===== config.mk =====
export PLATFORM = sky130hd
export DESIGN_NAME = serial_alu_ctrl
export DESIGN_NICKNAME = d
export VERILOG_FILES = /design/src/rtl/alu_pkg.sv /design/src/rtl/serial_op_map.sv /design/src/rtl/serial_alu_ctrl.sv
export SDC_FILE = /design/constraint.sdc
export NUM_CORES = 1
export LEC_CHECK = 0
export CORE_UTILIZATION = 52
export CTS_BUF_LIST = sky130_fd_sc_hd__clkbuf_4
export DETAILED_ROUTE_END_ITERATION = 16
export GPL_TIMING_DRIVEN = 1
export PLACE_DENSITY = 0.83
export SYNTH_ARGS = -nofsm -noshare
export SYNTH_HDL_FRONTEND = slang
export SYNTH_SLANG_ARGS = --single-unit

===== constraint.sdc =====
create_clock -name clk -period 1.9 [get_ports clk]
set_input_delay 0.19 -clock clk [delete_from_list [all_inputs] [get_ports clk]]
set_output_delay 0.19 -clock clk [all_outputs]
set_load 0.1 [all_outputs]

===== src/rtl/alu_pkg.sv =====
// Shared opcode codes and sequencer state encoding for the bit-serial alu path.
package alu_pkg;

  // 4-bit {mode,opcode} codes understood by the 1-bit alu stage
  localparam logic [3:0] OP_AND  = 4'b0000;
  localparam logic [3:0] OP_OR   = 4'b0001;
  localparam logic [3:0] OP_XOR  = 4'b0010;
  localparam logic [3:0] OP_XNOR = 4'b0011;
  localparam logic [3:0] OP_PASS = 4'b0100;
  localparam logic [3:0] OP_ADD  = 4'b0110;
  localparam logic [3:0] OP_INC  = 4'b1000;
  localparam logic [3:0] OP_ADD1 = 4'b1010;

  typedef enum logic [1:0] {
    ST_IDLE = 2'd0,
    ST_RUN  = 2'd1,
    ST_DONE = 2'd2
  } state_e;

endpackage


===== src/rtl/serial_op_map.sv =====
// Maps the requested operation to the alu code for the current bit.
// The alu has no carry-in, so the registered carry selects between the
// "no carry" and "carry" flavour of the op for every bit after bit 0.
module serial_op_map
  import alu_pkg::*;
(
  input  logic [3:0] op,
  input  logic       first,
  input  logic       c,
  output logic [1:0] alu_mode,
  output logic [1:0] alu_opcode,
  output logic       chain_en,
  output logic       supported
);

  logic [3:0] code;

  // Per-bit code selection and support decode
  always_comb begin
    code      = 4'b0000;
    chain_en  = 1'b0;
    supported = 1'b0;
    case (op)
      OP_AND, OP_OR, OP_XOR, OP_XNOR: begin
        code      = op;
        supported = 1'b1;
      end
      OP_PASS: begin
        code      = OP_PASS;
        supported = 1'b1;
      end
      OP_ADD: begin
        code      = (first || !c) ? OP_ADD : OP_ADD1;
        chain_en  = 1'b1;
        supported = 1'b1;
      end
      OP_ADD1: begin
        code      = (first || c) ? OP_ADD1 : OP_ADD;
        chain_en  = 1'b1;
        supported = 1'b1;
      end
      OP_INC: begin
        code      = (first || c) ? OP_INC : OP_PASS;
        chain_en  = 1'b1;
        supported = 1'b1;
      end
      default: ;
    endcase
  end

  assign {alu_mode, alu_opcode} = code;

endmodule


===== src/rtl/serial_alu_ctrl.sv =====
// Bit-serial sequencer: streams a/b LSB-first through an external 1-bit alu,
// chains the carry via per-bit opcode choice and reassembles the result word.
//
//   state    | meaning
//   ---------+------------------------------------------------------------
//   ST_IDLE  | waiting for start; unsupported ops pulse err
//   ST_RUN   | one operand bit per cycle through the alu, WIDTH cycles
//   ST_DONE  | result/cout updated, done pulses for this single cycle
module serial_alu_ctrl
  import alu_pkg::*;
#(
  parameter int WIDTH = 8
) (
  input  logic             clk,
  input  logic             rst,
  input  logic             start,
  input  logic [1:0]       mode,
  input  logic [1:0]       opcode,
  input  logic [WIDTH-1:0] a,
  input  logic [WIDTH-1:0] b,
  output logic             busy,
  output logic             done,
  output logic             err,
  output logic [WIDTH-1:0] result,
  output logic             cout,
  output logic [1:0]       alu_mode,
  output logic [1:0]       alu_opcode,
  output logic             alu_ain,
  output logic             alu_bin,
  input  logic             alu_result,
  input  logic             alu_cout
);

  localparam int CW = $clog2(WIDTH);
  localparam logic [CW-1:0] LAST_BIT = CW'(WIDTH - 1);

  state_e           state_q, state_d;
  logic [3:0]       op_q, op_d;
  logic [WIDTH-1:0] a_sh_q, a_sh_d;
  logic [WIDTH-1:0] b_sh_q, b_sh_d;
  logic [WIDTH-1:0] res_sh_q, res_sh_d;
  logic [CW-1:0]    cnt_q, cnt_d;
  logic             c_q, c_d;
  logic [WIDTH-1:0] result_q, result_d;
  logic             cout_q, cout_d;
  logic             err_q, err_d;

  logic [3:0] op_sel;
  logic [1:0] map_mode;
  logic [1:0] map_opcode;
  logic       map_chain_en;
  logic       map_supported;

  // In IDLE the map only judges the incoming request; in RUN it drives the alu
  assign op_sel = (state_q == ST_IDLE) ? {mode, opcode} : op_q;

  serial_op_map u_op_map (
    .op         (op_sel),
    .first      (cnt_q == '0),
    .c          (c_q),
    .alu_mode   (map_mode),
    .alu_opcode (map_opcode),
    .chain_en   (map_chain_en),
    .supported  (map_supported)
  );

  // Next-state, datapath and alu drive
  always_comb begin
    state_d    = state_q;
    op_d       = op_q;
    a_sh_d     = a_sh_q;
    b_sh_d     = b_sh_q;
    res_sh_d   = res_sh_q;
    cnt_d      = cnt_q;
    c_d        = c_q;
    result_d   = result_q;
    cout_d     = cout_q;
    err_d      = 1'b0;
    alu_mode   = 2'b00;
    alu_opcode = 2'b00;
    alu_ain    = 1'b0;
    alu_bin    = 1'b0;
    case (state_q)
      ST_IDLE: begin
        if (start) begin
          if (map_supported) begin
            state_d  = ST_RUN;
            op_d     = {mode, opcode};
            a_sh_d   = a;
            b_sh_d   = b;
            res_sh_d = '0;
            cnt_d    = '0;
            c_d      = 1'b0;
            result_d = '0;
            cout_d   = 1'b0;
          end else begin
            err_d = 1'b1;
          end
        end
      end
      ST_RUN: begin
        alu_mode   = map_mode;
        alu_opcode = map_opcode;
        alu_ain    = a_sh_q[0];
        alu_bin    = b_sh_q[0];
        res_sh_d   = WIDTH'({alu_result, res_sh_q} >> 1);
        a_sh_d     = a_sh_q >> 1;
        b_sh_d     = b_sh_q >> 1;
        cnt_d      = cnt_q + CW'(1);
        // alu_cout is undefined for logic ops, so it is only taken when chaining
        c_d        = map_chain_en ? alu_cout : 1'b0;
        if (cnt_q == LAST_BIT) begin
          state_d  = ST_DONE;
          result_d = res_sh_d;
          cout_d   = c_d;
        end
      end
      ST_DONE: state_d = ST_IDLE;
      default: state_d = ST_IDLE;
    endcase
  end

  // State and datapath registers with synchronous reset
  always_ff @(posedge clk) begin
    if (rst) begin
      state_q  <= ST_IDLE;
      op_q     <= '0;
      a_sh_q   <= '0;
      b_sh_q   <= '0;
      res_sh_q <= '0;
      cnt_q    <= '0;
      c_q      <= 1'b0;
      result_q <= '0;
      cout_q   <= 1'b0;
      err_q    <= 1'b0;
    end else begin
      state_q  <= state_d;
      op_q     <= op_d;
      a_sh_q   <= a_sh_d;
      b_sh_q   <= b_sh_d;
      res_sh_q <= res_sh_d;
      cnt_q    <= cnt_d;
      c_q      <= c_d;
      result_q <= result_d;
      cout_q   <= cout_d;
      err_q    <= err_d;
    end
  end

  assign busy   = (state_q == ST_RUN);
  assign done   = (state_q == ST_DONE);
  assign err    = err_q;
  assign result = result_q;
  assign cout   = cout_q;

endmodule


Yosys cells after proc, flatten, opt, wreduce, memory -nomap -nowiden

Cells that the tools add are included.

Add/sub/neg operators: 1
Eq/ne operators: 13
Mux-type cells: 36
Bitwise gates (word level): 2
Reduce and logical (&&, ||, !) cells: 15

Operators by type and width:

| kind                | count |
|---|---|
| $pmux 8 s2          | 4 |
| $mux 8              | 7 |
| $pmux 4 s5          | 1 |
| $mux 4              | 4 |
| $mux 2              | 5 |
| $mux 1              | 9 |
| $reduce_and 3->1    | 3 |
| $eq 4x2->1 const B  | 2 |
| $eq 4x3->1 const B  | 2 |
| $eq 4x4->1 const B  | 2 |
| $reduce_or 8->1     | 1 |
| $mux 3              | 2 |
| $pmux 3 s2          | 1 |
| $reduce_or 3->1     | 2 |
| $eq 4x1->1 const B  | 1 |
| $logic_not 4->1     | 1 |
| $ne 2x2->1 const B  | 2 |
| $pmux 1 s2          | 2 |
| $pmux 2 s2          | 1 |
| $reduce_and 4->1    | 1 |
| $reduce_or 4->1     | 1 |
| $add 3x1->3 const B | 1 |
| $eq 3x3->1 const B  | 1 |
| $logic_not 3->1     | 1 |
| other kinds (8)     | 10 |

Flip-flop bits (word level): 44
Input port bits: 25
Output and inout port bits: 18
Logic and storage cells: 77

Depth between registers and ports, before layout

Depth after elaboration: 8
Mapped depth: 7
Depth with buffers taken out: 6

Cells and area by module

A second synthesis with hierarchy kept.

Cells, all modules: 210
Area, all modules: 2039.5 sq um

By module, submodules not included:

| module          | times used | cells each | area an instance (sq um) | sequential area each (sq um) |
|---|---|---|---|---|
| serial_alu_ctrl | 1          | 193        | 1939.4                   | 860.8 |
| serial_op_map   | 1          | 17         | 100.1                    | 0.0 |

Worst setup path before layout

Ideal clock, no wire load.

Kind: reg-to-output
Start point: register state_q[1]
End point: output alu_mode[0]
Data arrival time: 3711 ps
Data required time: 1710 ps
Slack: -2001 ps
Stages on the path, launching flop included: 7
Buffers on the path: 2
Path through: dfxtp_1 -> nand2b_1 -> buf_2 -> inv_1 -> buf_2 -> nand2_1 -> a211oi_1

Elaborated cells between the ends (all ways): 14
Those cells by class: eq/ne (8); mux (3); reduce/logical (3)

RTL lines:

| item                   | RTL line               | RTL |
|---|---|---|
| start, declared        | serial_alu_ctrl.sv:37  | `state_e state_q, state_d;` |
| start signal, assigned | serial_alu_ctrl.sv:137 | `state_q <= state_d;` |
| $eq 2x1->1             | --                     |  |
| net busy               | serial_alu_ctrl.sv:21  | `output logic busy,` |
| $mux 2                 | serial_alu_ctrl.sv:83  | `case (state_q)` |
| end, declared          | serial_alu_ctrl.sv:26  | `output logic [1:0] alu_mode,` |

The timed path passes the listed nets, and every way through them passes these cells.

Worst setup path in the final report

Start point: register state_q[1]
End point: output alu_mode[0]

Longest elaborated chain between the ends: 6
Elaborated cells between the ends (all ways): 14
Those cells by class: eq/ne (8); mux (3); reduce/logical (3)

RTL lines:

| item                               | RTL line              | RTL |
|---|---|---|
| $logic_not 2->1                    | serial_alu_ctrl.sv:55 | `assign op_sel = (state_q == ST_IDLE) ? {mode, opcode} : op_q;` |
| $mux 4                             | serial_alu_ctrl.sv:55 |  |
| $eq 4x1->1 (tied with other cells) | serial_op_map.sv:23   | `case (op)` |
| $reduce_or 4->1                    | serial_op_map.sv:23   |  |
| $pmux 4 s5                         | serial_op_map.sv:23   |  |
| $mux 2 *                           | serial_alu_ctrl.sv:83 |  |

Mark *: on every way between the ends. The rest lies on a longest branch, timed or not.

==> impl_metrics.yaml <==
route:
  drc_errors: 0
  wire_per_inst_um: 14.7
  via_count: 1669
  dr.pass1.iters: 4
  viasPerCell: 5.60
  antenna_left: 0
  drt_wl_total_um: 4380
  drtIter0Drc: 110
logic_synthesis:
  synth-edff-count: 0
  synthArstFlopShare: 0
  synth_fp_nets: 223
  synthFlopType: "dfxtp_1"
  syn_area_sq_mm: 0.00190
  synth_seq_cells: 43
  synth_top_area_cell: "dfxtp_1"
  yosysTopAreaCellShare: 0.452
  syn_avg_cell_area_sq_um: 9.76
  ys_seq_area_frac: 0.452
  synthDistinctLibCells: 44
  synth_cells: 195
  synth.top_cells.by_area: "dfxtp_1, nor2_1, o221a_1"
  yosys_warnings: 0
sta:
  relSlewSlack: 0.716
  setup_slack_ns: -0.266
  min_period_ns: 2.17
  hold_viol_final: 0
  setup_violations: 2
  skew_ns: 0.0161
  finalMaxSlewViolations: 0
  period_share: 1.14
  max_freq_mhz: 462
  rsz0062_at_grt: "yes"
  finalSetupTns_ns: -0.520
  worst_pin_slew_ns: 0.419
cts:
  cts_made_buffers: 5
  cts_max_path_buffers: 2
  path_clk_slew_ns: 0.11
  clockRootBuffer: "clkbuf_4"
  htree_levels: 2
  cts_tree: "built"
  cts_hold_repair.buffers: 0
  clk_latency_ns: 0.36
  cts_sinks: 43
layout:
  nets: 279
  antenna_cells: 0
  area_growth_pct: 36.4
  n_fill_cell: 249
  utilization: 0.760
  instances_no_fill: 298
  drive_above_1_share: 0.294
worst_hold_path:
  hold_path_depth: 2
  hold_class: "in2reg"
critical_path:
  critPathCaptureType: "primary output"
  slowest_delay_ns: 0.51
  start_kind: "register"
  path_max_fanout: 4
  arrival_ns: 1.98
  worstSetupPathType: "reg2out"
  cp_slowest_cell: "or4b_4"
  path_cells: "or4b_4, o21ai_2, a21bo_1, a211oi_4, buf_12"
  cp.required_ns: 1.71
  ff2ff_path_depth: 6
global_routing:
  grt_max_degree: 19
  antenna_found_initial: 0
  grt_usage: 0.238
  grt_first_pass_wirelength_um: 7230
  first_global_vias: 1605
  grt_overflow_total: 0
pwr:
  p_per_area_mw_per_mm2: 693
  leakagePower_uw: 0.00106
  ir_worst_vdd_mv: 0.411
place:
  dp_hpwl_um: 3220
  gp_congestion: 0.866
  dp_cells: 289
  dpl_worst_slack_ns: -0.325
  port_buffers: 42
floorplan:
  rows: 21
  initial_core_util: 0.557
  die_w_um: 62.5
  num_io_pins: 43
  die_h_um: 62.5
  die-area_sq_mm: 0.00391
  fp.coreArea_sq_mm: 0.00342
run_status:
  violations: "setup timing"
  status: "complete, but fails checks"
run:
  maxCapViolCount: 0
==> cell families (layout without fill, tap and decap cells) <==
| kind of cell | after synthesis | count (layout) | share of synthesized area |
|---|---|---|---|
| buf+inv | 20 | 77 | 0.0671 |
| fa+ha+maj | 4 | 4 | 0.0256 |
| mux | 4 | 4 | 0.0224 |
| compound gates | 55 | 55 | 0.249 |
| simple gates | 69 | 69 | 0.184 |
| flops | 43 | 43 | 0.452 |
==> metal layers <==
layer	vias to the layer above	part of all wire	global-route usage
met5	-	0	0
met4	0	0.016	0.102
met3	7	0.049	0.0657
met2	52	0.47	0.398
met1	787	0.46	0.285
li1	823	-	-
==> critical path: cells and delay by family, from the launching register on <==
family,cells,cell delay [ns]
buffers and inverters,1,0.21
AO/OA/AOI/OAI,3,0.55
AND/OR/NAND/NOR,1,0.51
flip-flops,1,0.36
==> final timing paths <==
path                    from     endpoint  slack [ns]
setup / recovery  state_q[1]  alu_mode[0]       -0.27
hold / removal    alu_result    result[7]        0.47
setup reg to reg    cnt_q[0]    result[0]        0.15
hold reg to reg    result[6]    result[6]        0.49
==> timing repair <==
action	CTS	global route
setup buffers	1	0
gates resized for setup	7	1
pin swaps	3	0
setup endpoints to repair	10	10
cloned	0	0
==> cell usage in the layout, fill, tap and decap left out, types with 2 or more instances in the layout <==
cell | netlist | routed
a21oi_1 | 5 | 4
a22o_1 | 8 | 8
buf_12 | 0 | 8
ha_1 | 3 | 3
clkdlybuf4s50_1 | 0 | 24
buf_4 | 0 | 31
o21ai_0 | 3 | 2
a22oi_1 | 9 | 9
o21a_1 | 2 | 2
nor3_1 | 2 | 2
or4b_1 | 3 | 2
clkbuf_4 | 0 | 5
o221a_2 | 8 | 8
nand2b_1 | 4 | 4
dfxtp_1 | 43 | 41
mux2_2 | 2 | 2
o221a_1 | 8 | 8
inv_1 | 6 | 5
nor2_1 | 46 | 46
dfxtp_2 | 0 | 2
o21ai_2 | 1 | 2
clkinv_1 | 0 | 2
a211oi_4 | 0 | 2
mux2i_1 | 2 | 2
and2_2 | 0 | 2
==> area by class of cell <==
| cell class | instances | area (sq um) | share of cell area |
|---|---|---|---|
| Multi-Input combinational cell | 132 | 963 | 0.371 |
| Sequential cell | 43 | 863 | 0.333 |
| Timing Repair Buffer | 63 | 633 | 0.244 |
| Tap cell | 46 | 57.6 | 0.0222 |
| Clock buffer | 5 | 37.5 | 0.0145 |
| Inverter | 6 | 25.0 | 0.00964 |
| Clock inverter | 3 | 15.0 | 0.00579 |
==> registers in the layout (all words and copies together) (netlist names) <==
| signal | cells |
|---|---|
| a_sh_q | 8 |
| b_sh_q | 8 |
| result | 8 |
| res_sh_q | 7 |
| op_q | 4 |
| cnt_q | 3 |
| state_q | 2 |
| c_q | 1 |
| cout | 1 |
| err | 1 |
==> power by group <==
| part | switching, uW | leakage [uW] | internal, uW |
|---|---|---|---|
| sequential | 30.5 | 0.000352 | 951 |
| combinational | 208 | 0.000681 | 186 |
| clock | 287 | 0.0000263 | 136 |
| total | 525 | 0.00106 | 1270 |
==> synth_stat cells, types with 2 or more instances <==
| master | count |
|---|---|
| a211oi_1 | 3 |
| a21oi_1 | 5 |
| a22o_1 | 8 |
| a22oi_1 | 9 |
| and2_1 | 3 |
| buf_2 | 5 |
| buf_6 | 4 |
| clkbuf_1 | 3 |
| dfxtp_1 | 43 |
| ha_1 | 3 |
| inv_1 | 6 |
| mux2_2 | 2 |
| mux2i_1 | 2 |
| nand2b_1 | 4 |
| nor2_1 | 46 |
| nor3_1 | 2 |
| o21a_1 | 2 |
| o21ai_0 | 3 |
| o221a_1 | 8 |
| o221a_2 | 8 |
| or4b_1 | 3 |
==> through the flow <==
step                cell area, sq um  hold slack [ns]  power (uW)
finish                          2590            0.469        1800
global route                    2590            0.468        1880
CTS                             2590            0.465        1800
detailed placement              2510            0.470        1380
global placement                2510            0.458        1370
floorplan                       1950            0.315        1250
Power figures use the tool's default switching activity.
